## src/rtl/tap_pkg.sv

```systemverilog
// Shared TAP definitions: 16-state encoding (also the state_obs value) and
// the fixed IR capture pattern.
package tap_pkg;

  typedef enum logic [3:0] {
    ST_TLR      = 4'h0,
    ST_RTI      = 4'h1,
    ST_SEL_IR   = 4'h2,
    ST_CAP_IR   = 4'h3,
    ST_SH_IR    = 4'h4,
    ST_EX1_IR   = 4'h5,
    ST_PAUSE_IR = 4'h6,
    ST_EX2_IR   = 4'h7,
    ST_UPD_IR   = 4'h8,
    ST_SEL_DR   = 4'h9,
    ST_CAP_DR   = 4'hA,
    ST_SH_DR    = 4'hB,
    ST_EX1_DR   = 4'hC,
    ST_PAUSE_DR = 4'hD,
    ST_EX2_DR   = 4'hE,
    ST_UPD_DR   = 4'hF
  } tap_state_e;

  localparam logic [1:0] IR_CAPTURE = 2'b01;

  function automatic logic is_shift_state(input tap_state_e s);
    return (s == ST_SH_IR) || (s == ST_SH_DR);
  endfunction

endpackage

```

## src/rtl/tap_fsm.sv

```systemverilog
// IEEE 1149.1 TAP state machine: TMS-driven next-state logic only.
//   state   | meaning
//   TLR     | test-logic-reset
//   RTI     | run-test/idle
//   SEL_*   | select DR/IR column
//   CAP_*   | capture into shift register
//   SH_*    | shift one bit per clock
//   EX1/2_* | exit states
//   PAUSE_* | hold shift register
//   UPD_*   | update parallel register
module tap_fsm
  import tap_pkg::*;
(
  input  logic       clk,
  input  logic       TRST,
  input  logic       TMS,
  output tap_state_e state
);

  tap_state_e r_state;

  always_ff @(posedge clk) begin
    if (TRST) begin
      r_state <= ST_TLR;
    end else begin
      case (r_state)
        ST_TLR:      r_state <= TMS ? ST_TLR    : ST_RTI;
        ST_RTI:      r_state <= TMS ? ST_SEL_DR : ST_RTI;
        ST_SEL_DR:   r_state <= TMS ? ST_SEL_IR : ST_CAP_DR;
        ST_SEL_IR:   r_state <= TMS ? ST_TLR    : ST_CAP_IR;
        ST_CAP_DR:   r_state <= TMS ? ST_EX1_DR : ST_SH_DR;
        ST_SH_DR:    r_state <= TMS ? ST_EX1_DR : ST_SH_DR;
        ST_EX1_DR:   r_state <= TMS ? ST_UPD_DR : ST_PAUSE_DR;
        ST_PAUSE_DR: r_state <= TMS ? ST_EX2_DR : ST_PAUSE_DR;
        ST_EX2_DR:   r_state <= TMS ? ST_UPD_DR : ST_SH_DR;
        ST_UPD_DR:   r_state <= TMS ? ST_SEL_DR : ST_RTI;
        ST_CAP_IR:   r_state <= TMS ? ST_EX1_IR : ST_SH_IR;
        ST_SH_IR:    r_state <= TMS ? ST_EX1_IR : ST_SH_IR;
        ST_EX1_IR:   r_state <= TMS ? ST_UPD_IR : ST_PAUSE_IR;
        ST_PAUSE_IR: r_state <= TMS ? ST_EX2_IR : ST_PAUSE_IR;
        ST_EX2_IR:   r_state <= TMS ? ST_UPD_IR : ST_SH_IR;
        ST_UPD_IR:   r_state <= TMS ? ST_SEL_DR : ST_RTI;
        default:     r_state <= ST_TLR;
      endcase
    end
  end

  assign state = r_state;

endmodule

```

## src/rtl/tap_controller.sv

```systemverilog
// TAP controller: FSM plus IR, BYPASS and (with TAP_IDCODE_EN) IDCODE
// registers, TDO muxing and user-DR strobes.
module tap_controller
  import tap_pkg::*;
#(
  parameter int unsigned         IR_WIDTH   = 4,
  parameter logic [IR_WIDTH-1:0] BYPASS_OP  = '1,
  parameter logic [IR_WIDTH-1:0] IDCODE_OP  = IR_WIDTH'(1),
  parameter logic [31:0]         IDCODE_VAL = 32'h149511C3
) (
  input  logic                clk,
  input  logic                TRST,
  input  logic                TMS,
  input  logic                TDI,
  output logic                TDO,
  output logic                tdo_en,
  output logic [3:0]          state_obs,
  output logic [IR_WIDTH-1:0] ir_out,
  output logic                capture_dr,
  output logic                shift_dr,
  output logic                update_dr,
  input  logic                user_tdo
);

`ifdef TAP_IDCODE_EN
  localparam logic [IR_WIDTH-1:0] RESET_INSTR = IDCODE_OP;
`else
  localparam logic [IR_WIDTH-1:0] RESET_INSTR = BYPASS_OP;
`endif

  tap_state_e          w_state;
  logic [IR_WIDTH-1:0] r_ir_sr;
  logic [IR_WIDTH-1:0] r_ir;
  logic [IR_WIDTH-1:0] w_ir_cap;
  logic                r_bypass;
  logic                w_sel_bypass;
  logic                w_sel_idcode;
  logic                w_sel_user;
  logic                w_idcode_tdo;
  logic                w_dr_tdo;

  tap_fsm u_fsm (
    .clk   (clk),
    .TRST  (TRST),
    .TMS   (TMS),
    .state (w_state)
  );

  assign state_obs = w_state;
  assign ir_out    = r_ir;

  always_comb begin
    w_ir_cap      = '0;
    w_ir_cap[1:0] = IR_CAPTURE;
  end

  // Instruction shift register and parallel instruction
  always_ff @(posedge clk) begin
    if (TRST) begin
      r_ir_sr <= '0;
    end else if (w_state == ST_CAP_IR) begin
      r_ir_sr <= w_ir_cap;
    end else if (w_state == ST_SH_IR) begin
      r_ir_sr <= {TDI, r_ir_sr[IR_WIDTH-1:1]};
    end
  end

  always_ff @(posedge clk) begin
    if (TRST || (w_state == ST_TLR)) begin
      r_ir <= RESET_INSTR;
    end else if (w_state == ST_UPD_IR) begin
      r_ir <= r_ir_sr;
    end
  end

  assign w_sel_bypass = (r_ir == BYPASS_OP);
  assign w_sel_user   = !w_sel_bypass && !w_sel_idcode;

`ifdef TAP_IDCODE_EN
  logic [31:0] r_idcode;

  assign w_sel_idcode = (r_ir == IDCODE_OP);

  always_ff @(posedge clk) begin
    if (TRST) begin
      r_idcode <= IDCODE_VAL;
    end else if ((w_state == ST_CAP_DR) && w_sel_idcode) begin
      r_idcode <= IDCODE_VAL;
    end else if ((w_state == ST_SH_DR) && w_sel_idcode) begin
      r_idcode <= {TDI, r_idcode[31:1]};
    end
  end

  assign w_idcode_tdo = r_idcode[0];
`else
  logic w_unused_idcode;

  // Without the IDCODE register its opcode decodes as a user instruction
  assign w_sel_idcode    = 1'b0;
  assign w_idcode_tdo    = 1'b0;
  assign w_unused_idcode = ^{IDCODE_OP, IDCODE_VAL};
`endif

  always_ff @(posedge clk) begin
    if (TRST) begin
      r_bypass <= 1'b0;
    end else if ((w_state == ST_CAP_DR) && w_sel_bypass) begin
      r_bypass <= 1'b0;
    end else if ((w_state == ST_SH_DR) && w_sel_bypass) begin
      r_bypass <= TDI;
    end
  end

  assign w_dr_tdo = w_sel_user   ? user_tdo :
                    w_sel_idcode ? w_idcode_tdo : r_bypass;

  always_comb begin
    TDO = 1'b0;
    case (w_state)
      ST_SH_IR: TDO = r_ir_sr[0];
      ST_SH_DR: TDO = w_dr_tdo;
      default:  TDO = 1'b0;
    endcase
  end

  assign tdo_en     = is_shift_state(w_state);
  assign capture_dr = w_sel_user && (w_state == ST_CAP_DR);
  assign shift_dr   = w_sel_user && (w_state == ST_SH_DR);
  assign update_dr  = w_sel_user && (w_state == ST_UPD_DR);

endmodule

```

## config.mk

```make
export PLATFORM = sky130hd
export DESIGN_NAME = tap_controller
export DESIGN_NICKNAME = d
export VERILOG_FILES = /design/src/rtl/tap_pkg.sv /design/src/rtl/tap_fsm.sv /design/src/rtl/tap_controller.sv
export SDC_FILE = /design/constraint.sdc
export NUM_CORES = 1
export LEC_CHECK = 0
export CAP_MARGIN = 20
export CELL_PAD_IN_SITES_DETAIL_PLACEMENT = 1
export CELL_PAD_IN_SITES_GLOBAL_PLACEMENT = 2
export CORE_MARGIN = 4
export CORE_UTILIZATION = 31
export CTS_CLUSTER_DIAMETER = 40
export DETAILED_ROUTE_END_ITERATION = 12
export PLACE_DENSITY_LB_ADDON = 0.3
export SYNTH_ARGS = -nofsm -noshare
export SYNTH_HDL_FRONTEND = slang
export SYNTH_SLANG_ARGS = --single-unit
```

## constraint.sdc

```tcl
create_clock -name clk -period 3.1 [get_ports clk]
set_input_delay 0.93 -clock clk [delete_from_list [all_inputs] [get_ports clk]]
set_output_delay 0.93 -clock clk [all_outputs]
set_load 0.05 [all_outputs]
```

Yosys cells after proc, flatten, opt, wreduce, memory -nomap -nowiden
Cells that the tools add are included.

storage, ports and cells
  flip-flop bits (word level) = 13
  bits of input ports = 5
  output and inout bits = 13

cells by class
  eq/ne operators = 16
  mux-type cells = 17
  reduce and logical (&&, ||, !) cells = 15

operator list
  operator                                       number
  one-hot mux 4 bit (12 select lines)            1
  == test 4 bit, second input constant           9
  == test 4 x 3 -> 1 bit, second input constant  4
  two-way mux 4 bit                              4
  == test 4 x 2 -> 1 bit, second input constant  2
  OR reduction 2 bit                             4
  two-way mux 1 bit                              6
  two-way mux 2 bit                              3
  two-way mux 3 bit                              2
  logical AND 1 bit                              5
  == test 4 x 1 -> 1 bit, second input constant  1
  logical NOT 4 bit                              1
  OR reduction 3 bit                             1
  logical OR 1 bit                               2
  one-hot mux 1 bit (2 select lines)             1
  nonzero test 2 bit                             1
  logical NOT 1 bit                              1

Depth between registers and ports, before layout
Gate-level depths: netlist of the first run.

  depth in word-level cells = 3
  depth in mapped cells = 5
  depth with buffers taken out = 3

Modules after synthesis
Synthesis of the first run repeated with hierarchy kept, for this count alone.

unflattened totals
  cell total of the unflattened synthesis = 93
  area, all modules = 830.8 sq um

by module, submodules not included
  module          times used  cells each  area each (sq um)  seq. area each (sq um)
  tap_controller  1           54          496.7              180.2
  tap_fsm         1           39          334.1              80.1

Worst setup path after synthesis of the first run
No wires, ideal clock.

  path kind = register to output
  start point = reg u_fsm.r_state[1] (netlist: u_fsm.state[1])
  end point = out capture_dr
  data arrival time = 2.684 ns
  required time = 2.170 ns
  path slack = -0.514 ns
  cell stages (with the launch flop) = 4
  path buffers = 2
  cell sequence = dfxtp_1 > buf_6 > buf_2 > nor4b_1

on the way
  cells in the longest elaborated chain, start to end = 2

RTL lines
  what                    line                   text
  from (decl)             tap_fsm.sv:20          tap_state_e r_state;
  from (signal assigned)  tap_fsm.sv:27          ST_TLR: r_state <= TMS ? ST_TLR : ST_RTI;
  from (signal assigned)  tap_fsm.sv:28          ST_RTI: r_state <= TMS ? ST_SEL_DR : ST_RTI;
  from (signal assigned)  tap_fsm.sv:29          ST_SEL_DR: r_state <= TMS ? ST_SEL_IR : ST_CAP_DR;
  == test 4 bit           tap_controller.sv:127  assign capture_dr = w_sel_user && (w_state == ST_CAP_DR);
  logical AND 1 bit       tap_controller.sv:127
  to (decl)               tap_controller.sv:19   output logic capture_dr,

Every way passes these cells.

Worst setup path in the final report of the first run
  start point = reg u_fsm.r_state[2] (netlist: u_fsm.state[2])
  end point = out TDO

on the way
  cells in the longest elaborated chain, start to end = 2
  elaborated cells on any way between the ends = 3
  those cells by class = eq/ne: 2; mux: 1

RTL lines
  what                                                     line                   text
  == test 4 bit or == test 4 x 3 -> 1 bit (tied branches)  tap_controller.sv:119  case (w_state)
  one-hot mux 1 bit (2 select lines) (*)                   tap_controller.sv:119
  to (decl)                                                tap_controller.sv:15   output logic TDO,

Mark *: on every way between the ends. The rest lies on a longest branch, timed or not.

==> summary.txt, run 1 <==
Detailed routing
  • Routed Antenna Nets: 0
  • Via/cell ratio: 5.474
  • Post-route DRC violation count: 0
  • Drt pass-1 iters: 4
  • WL per Instance: 14.98 um
  • DRT iter0 DRCs: 18
  • Routed wire length: 2052 um
  • DR vias: 750

Setup path
  • Worst-path fanout max: 19
  • Critical Path AT: 1.92 ns
  • R2R Path End: r_ir_sr[2]
  • Crit path to: TDO
  • Reg-to-reg critical path startpoint: u_fsm.state[2]
  • Worst Setup End Kind: primary output
  • CP startpoint: u_fsm.state[2]
  • Reg2Reg Setup Slack: 1.50 ns
  • Worst path required time: 2.17 ns
  • Crit path kind: reg2out
  • Startpoint Class: flip-flop
  • R2R cell count: 3

Clock tree
  • CTS Buffer Depth: 2
  • CTS H-tree lvls: 1
  • Root buffer cell: clkbuf_4
  • CTS Sinks: 13
  • Post-CTS setup repair buffer count: 0
  • CTS Buf Count: 3
  • Worst skew pair latency: 0.27 ns
  • Clock transition at path regs: 0.08 ns
  • CTS Hold Bufs: 0
  • TritonCTS clock tree: yes
  • Post-CTS sizing: 0

STA
  • Final Skew: 0.005274 ns
  • Max_slew headroom: 0.6007
  • Min Clock Period, post-route: 2.847 ns
  • Final worst slack: 0.2527 ns
  • Slew at the pin closest to its max-slew limit: ~0.60 ns
  • RSZ-0062 raised after global routing: false
  • Total negative slack: 0 ns
  • Max-slew violation count: 0
  • FMAX: around 350 MHz
  • Final Hold Violating Endpoints: 0
  • Share of the clock period used by the worst path: 0.9185
  • Final Setup Violations: 0

Die
  • Core Region: 0.002545 mm^2
  • Die width: roughly 60 um
  • Starting Density: 0.3319
  • # IOs: 18
  • Die ar.: 0.003623 mm^2
  • Die span in y: 60.20 um
  • Rows: 18

Pwr
  • Sequential Power Share: 0.483
  • Comb power frac: 0.236
  • Net Switching: about 0.12 mW
  • Leak: 0.3356 nW
  • PwrDens: 359.7 mW/mm^2
  • Clk pwr share: 0.281
  • Internal Power: 0.2564 mW
  • Sw frac: 0.3120
  • Total power: 0.3726 mW
  • Peak VDD IR: between 0.2 and 0.25 mV

Synth
  • Synth Instances: 94
  • EDFF count, synth: 0
  • Mapped cell area: 844.6 um^2
  • Ys async rst share: 0
  • Cell taking the most area after synthesis: dfxtp_1
  • Net count after synthesis: between 90 and 100
  • Largest cells by area after synthesis: dfxtp_1 31%, nor3b_1 6.2%, a2111oi_2 5.3%, mux2i_1 4.7%, nor2_1 4.4%
  • Post-synthesis cell type count: 39
  • Mean Syn Cell Area: between 8 and 9 um^2
  • Synthesis Warnings: 0
  • Register area share after synthesis: 0.3081
  • Ys flop type: dfxtp_1
  • Register bit total from synthesis: 13
  • Yosys top cell area share: 0.3081

Final layout
  • Layout Cells excl Fill: between 100 and 150
  • Fill cells: 298
  • Final instance area: 0.001036 mm^2
  • Nets@finish: 113
  • Layout cells sized above 1: 0.2150
  • Synth-to-Final Area Change: 22.67%
  • Antenna diodes: 0
  • FF/Latch Area: 260.3 um^2
  • Multi-input logic area: 519.2 um^2

Worst hold path
  • Hold path cells: 2
  • Hold Path Class: reg2reg

Place
  • Port buffer count: 17
  • Dpl cell area: 0.001010 mm^2
  • Detailed placer's ending HPWL: 1496 um
  • GPL Wtd Cong: 0.6549
  • Pre-CTS setup slack: between 0.3 and 0.4 ns
  • Dpl cells: around 130

Global routing
  • First-pass GRT wire length: 3408 um
  • Vias in the first global route: 781
  • Total GRT Usage: 0.1219
  • Initial antenna violation count: 0
  • Pin count of the biggest net entering global routing: 22
  • Overflow after GRT: 0

Status
  • Status: finished clean

Run
  • # Max-Cap Violations: 0
==> cell usage after synthesis (2+ instances only) <==
master and instances:
a2111oi_2 3, a21oi_1 3, a31oi_1 2, buf_2 3
buf_4 2, buf_6 2, clkbuf_1 3, dfxtp_1 13
inv_1 2, mux2i_1 4, nand2_1 3, nand2b_1 2
nand3_1 3, nand3b_1 2, nor2_1 10, nor2b_1 2
nor3b_1 7, o21ai_0 4, o21bai_1 4
==> power groups by stage <==
stage / Combinational, mW / Sequential, mW / Clock, mW
global placement: 0.0877 / 0.184 / 0
detailed placement: 0.0888 / 0.184 / 0
CTS: 0.0890 / 0.180 / 0.110
global route: 0.0955 / 0.181 / 0.115
floorplan: 0.0553 / 0.195 / 0
finish: 0.0879 / 0.180 / 0.105
==> layer usage <==
layer  vias up  global-route usage  wire length [um]
li1        373                   -                 -
met1       361              0.1615              1003
met2        14              0.1944               941
met3         2             0.03024                99
met4         0             0.03481                 7
met5         -                   0                 0
==> state kept, by name (all words and copies together) (netlist names) <==
name / flops
ir_out: 4
r_bypass: 1
r_ir_sr: 4
u_fsm.state: 4
==> stage by stage <==
stage               hold WS (ns)  utilization
global placement          0.4868       0.3968
detailed placement        0.5186       0.3968
CTS                       0.5235       0.4071
floorplan                 0.4591            -
global route              0.5566       0.4071
finish                    0.5109       0.4071
==> placed cells by master, fill, tap and decap left out, types with 2 or more instances in the layout <==
master	count
dfxtp_1	13
clkdlybuf4s50_1	12
nor2_1	10
nor3b_1	7
buf_4	6
mux2i_1	4
o21bai_1	4
nand3_1	3
nand2_1	3
a21oi_1	3
a2111oi_2	3
o21ai_0	3
clkbuf_4	3
inv_1	2
o21ai_1	2
nand2b_1	2
nor2b_1	2
nand3b_1	2
a31oi_1	2
==> cell type report <==
class / instances / area share
Sequential cell: 13 / 0.2512
Multi-Input combinational cell: 69 / 0.5012
Inverter: 2 / 0.007246
Clock buffer: 4 / 0.02536
Tap cell: 30 / 0.03623
Timing Repair Buffer: 19 / 0.1787
==> logic make-up (layout without fill, tap and decap cells) <==
kind of cell | Yosys count | in the layout | synth area share
DFF | 13 | 13 | 0.3081
AOI/OAI and AO/OA | 27 | 27 | 0.2711
muxes | 4 | 4 | 0.04741
and+or+nand+nor | 38 | 38 | 0.2889
buffers and inverters | 12 | 25 | 0.08443
==> critical path, stage by stage, from the launching register on <==
cell	delay, ns
dfxtp_1	0.70
nor4b_4	0.50
nand2_1	0.12
o21ai_1	0.16
buf_12	0.17
==> worst min path at each step <==
stage          slack [ns]        from         end
5_1_grt              0.56  r_ir_sr[1]  r_ir_sr[0]
2_1_floorplan        0.46  r_ir_sr[1]  r_ir_sr[0]
6_report             0.51  r_ir_sr[1]  r_ir_sr[0]
4_1_cts              0.52  r_ir_sr[1]  r_ir_sr[0]
3_5_place_dp         0.52  r_ir_sr[1]  r_ir_sr[0]
3_3_place_gp         0.49  r_ir_sr[1]  r_ir_sr[0]
Power figures use the tool's default switching activity.
==> run 2: changes to the inputs <==
ABC_CLOCK_PERIOD_IN_PS = 3100   (was unset)
GPL_ROUTABILITY_DRIVEN = 0   (was unset)
==> results of run 2 <==
No change in the layout: final DEF, timing and power equal those of run 1.
==> run 3: changes to the inputs <==
PLACE_DENSITY_LB_ADDON = 0.1   (was 0.3)
==> summary.txt, run 3 (synthesized netlist as in run 1, its figures left out) <==
Die
  • Die ar.: 0.003623 mm^2 (unchanged)
  • # IOs: 18 (unchanged)
  • Core Region: 0.002545 mm^2 (unchanged)
  • Rows: 18 (unchanged)
  • Starting Density: 0.3319 (unchanged)
  • Die width: 60.20 um (unchanged)
  • Die span in y: 60.20 um (unchanged)

Final layout
  • Most frequent cells in the layout: 13 x dfxtp_1, 12 x clkdlybuf4s50_1, 10 x nor2_1, 7 x nor3b_1, 7 x buf_4
  • Layout cells sized above 1: 0.2222 (+0.007269)
  • Nets@finish: 114 (+0.88%)
  • Fill cells: 306 (+2.7%)
  • Multi-input logic area: 519.2 um^2 (unchanged)
  • Synth-to-Final Area Change: 23.56%
  • FF/Latch Area: 260.3 um^2 (unchanged)
  • Antenna diodes: 0 (unchanged)
  • Most common cell after layout, fill and taps aside: dfxtp_1

STA
  • Total negative slack: 0 ns (unchanged)
  • RSZ-0062 raised after global routing: false
  • FMAX: 352.7 MHz (+0.44%)
  • Final Setup Violations: 0 (unchanged)
  • Final Skew: 0.007935 ns (+0.002661 ns)
  • Share of the clock period used by the worst path: 0.9145 (-0.003995)
  • Slew at the pin closest to its max-slew limit: 0.5759 ns (-0.02223 ns)
  • Max_slew headroom: 0.6148 (+0.01417)
  • Final Hold Violating Endpoints: 0 (unchanged)
  • Min Clock Period, post-route: 2.835 ns (-0.01238 ns)
  • Max-slew violation count: 0 (unchanged)
  • Fin Hold WS: 0.5006 ns (-0.01039 ns)

Setup path
  • Critical path's top delay family: flip-flops
  • Critical Path AT: 1.90 ns (-0.02 ns)
  • Critical path's slowest cell: dfxtp_1
  • Crit path kind: reg2out
  • Cell chain of the critical path: nor4b_4 > nand2_1 > o21ai_1 > buf_12
  • Worst-path fanout max: 19 (unchanged)
  • Startpoint Class: flip-flop
  • Worst path required time: 2.17 ns (about the same)
  • Worst path max stage delay: 0.69 ns (about the same)
  • CP Buf/Inv Count: 1 (unchanged)
  • Worst Setup End Kind: primary output

Detailed routing
  • Post-route DRC violation count: 0 (unchanged)
  • WL per Instance: 15.11 um (+0.87%)
  • Drt pass-1 iters: 3 (-1)
  • Routed wire length: 2085 um (+1.6%)
  • Routed Antenna Nets: 0 (unchanged)
  • DRT iter0 DRCs: 10 (-8)
  • DR vias: 732 (-2.4%)
  • Via/cell ratio: 5.304 (-3.1%)

Run
  • # Max-Cap Violations: 0 (unchanged)

Pwr
  • Leak: 0.3409 nW (+1.6%)
  • PwrDens: 361.8 mW/mm^2 (+0.59%)
  • Peak VDD IR: 0.1703 mV (-22%)

Global routing
  • Total GRT Usage: 0.1326 (+0.01069)
  • Vias in the first global route: 746 (-4.5%)
  • Overflow after GRT: 0 (unchanged)
  • Pin count of the biggest net entering global routing: 22 (unchanged)
  • Initial antenna violation count: 0 (unchanged)
  • First-pass GRT wire length: 3636 um (+6.7%)

Clock tree
  • CTS Buf Count: 3 (unchanged)
  • Post-CTS sizing: 0 (unchanged)
  • Worst skew pair latency: 0.28 ns (about the same)
  • CTS H-tree lvls: 1 (unchanged)
  • TritonCTS clock tree: yes
  • CTS Sinks: 13 (unchanged)
  • CTS Hold Bufs: 0 (unchanged)
  • CTS Buffer Depth: 2 (unchanged)
  • Root buffer cell: clkbuf_4
  • Post-CTS setup repair buffer count: 0 (unchanged)
  • Clock transition at path regs: 0.09 ns (about the same)

Status
  • Status: finished clean

Worst hold path
  • Hold Path Class: reg2reg

Place
  • Port buffer count: 17 (unchanged)
  • Detailed placer's ending HPWL: 1494 um (-0.10%)
==> run 3: cell count changes in the layout (fill, tap and decap cells not counted) <==
cell and change:
buf_4 +1
==> run 3: stage by stage <==
stage          power [mW]  cell area [um^2]  setup slack, ns    util  std cells
6_report           0.3776              1044           0.2651  0.4100        138
5_1_grt            0.4013              1044          0.03271  0.4100        138
4_1_cts            0.3836              1044           0.2110  0.4100        138
3_5_place_dp       0.2739              1017           0.3348  0.3997        134
3_3_place_gp       0.2729              1017           0.3385  0.3997        134
2_1_floorplan      0.2507             850.8           0.1491       -         94
==> run 3: area by class of cell <==
class	count	share of cell area
clock buffers	4	0.02518
inverters	2	0.007194
multi-input cells	69	0.4976
repair buffers	20	0.1847
flip-flops and latches	13	0.2494
well taps	30	0.03597
==> run 3: layer usage <==
metal,wire length (um),track usage,vias to the layer above
met1,1033,0.1885,345
met2,949,0.2052,13
met4,23,0.03797,0
li1,-,-,372
met3,79,0.01944,2
met5,0,0,-
==> run 3: worst register-to-register path: cells and delay by family (launching register included) <==
family	cells	cell delay [ns]
multiplexers	1	0.25
AND/OR/NAND/NOR	2	0.57
flip-flops	1	0.69
==> run 3: path summary, 6_finish.rpt <==
path | start | to | slack (ns) | cells after the start
min reg2reg | r_ir_sr[1] | r_ir_sr[0] | 0.50 | 2
min | r_ir_sr[1] | r_ir_sr[0] | 0.50 | 2
max reg2reg | u_fsm.state[2] | r_ir_sr[2] | 1.49 | 3
max | u_fsm.state[2] | TDO | 0.27 | 4
==> run 3: power breakdown <==
part / internal (mW) / total [mW] / switching [mW]
registers: 0.172 / 0.179 / 0.00706
clock network: 0.0499 / 0.108 / 0.0582
logic: 0.0360 / 0.0909 / 0.0549
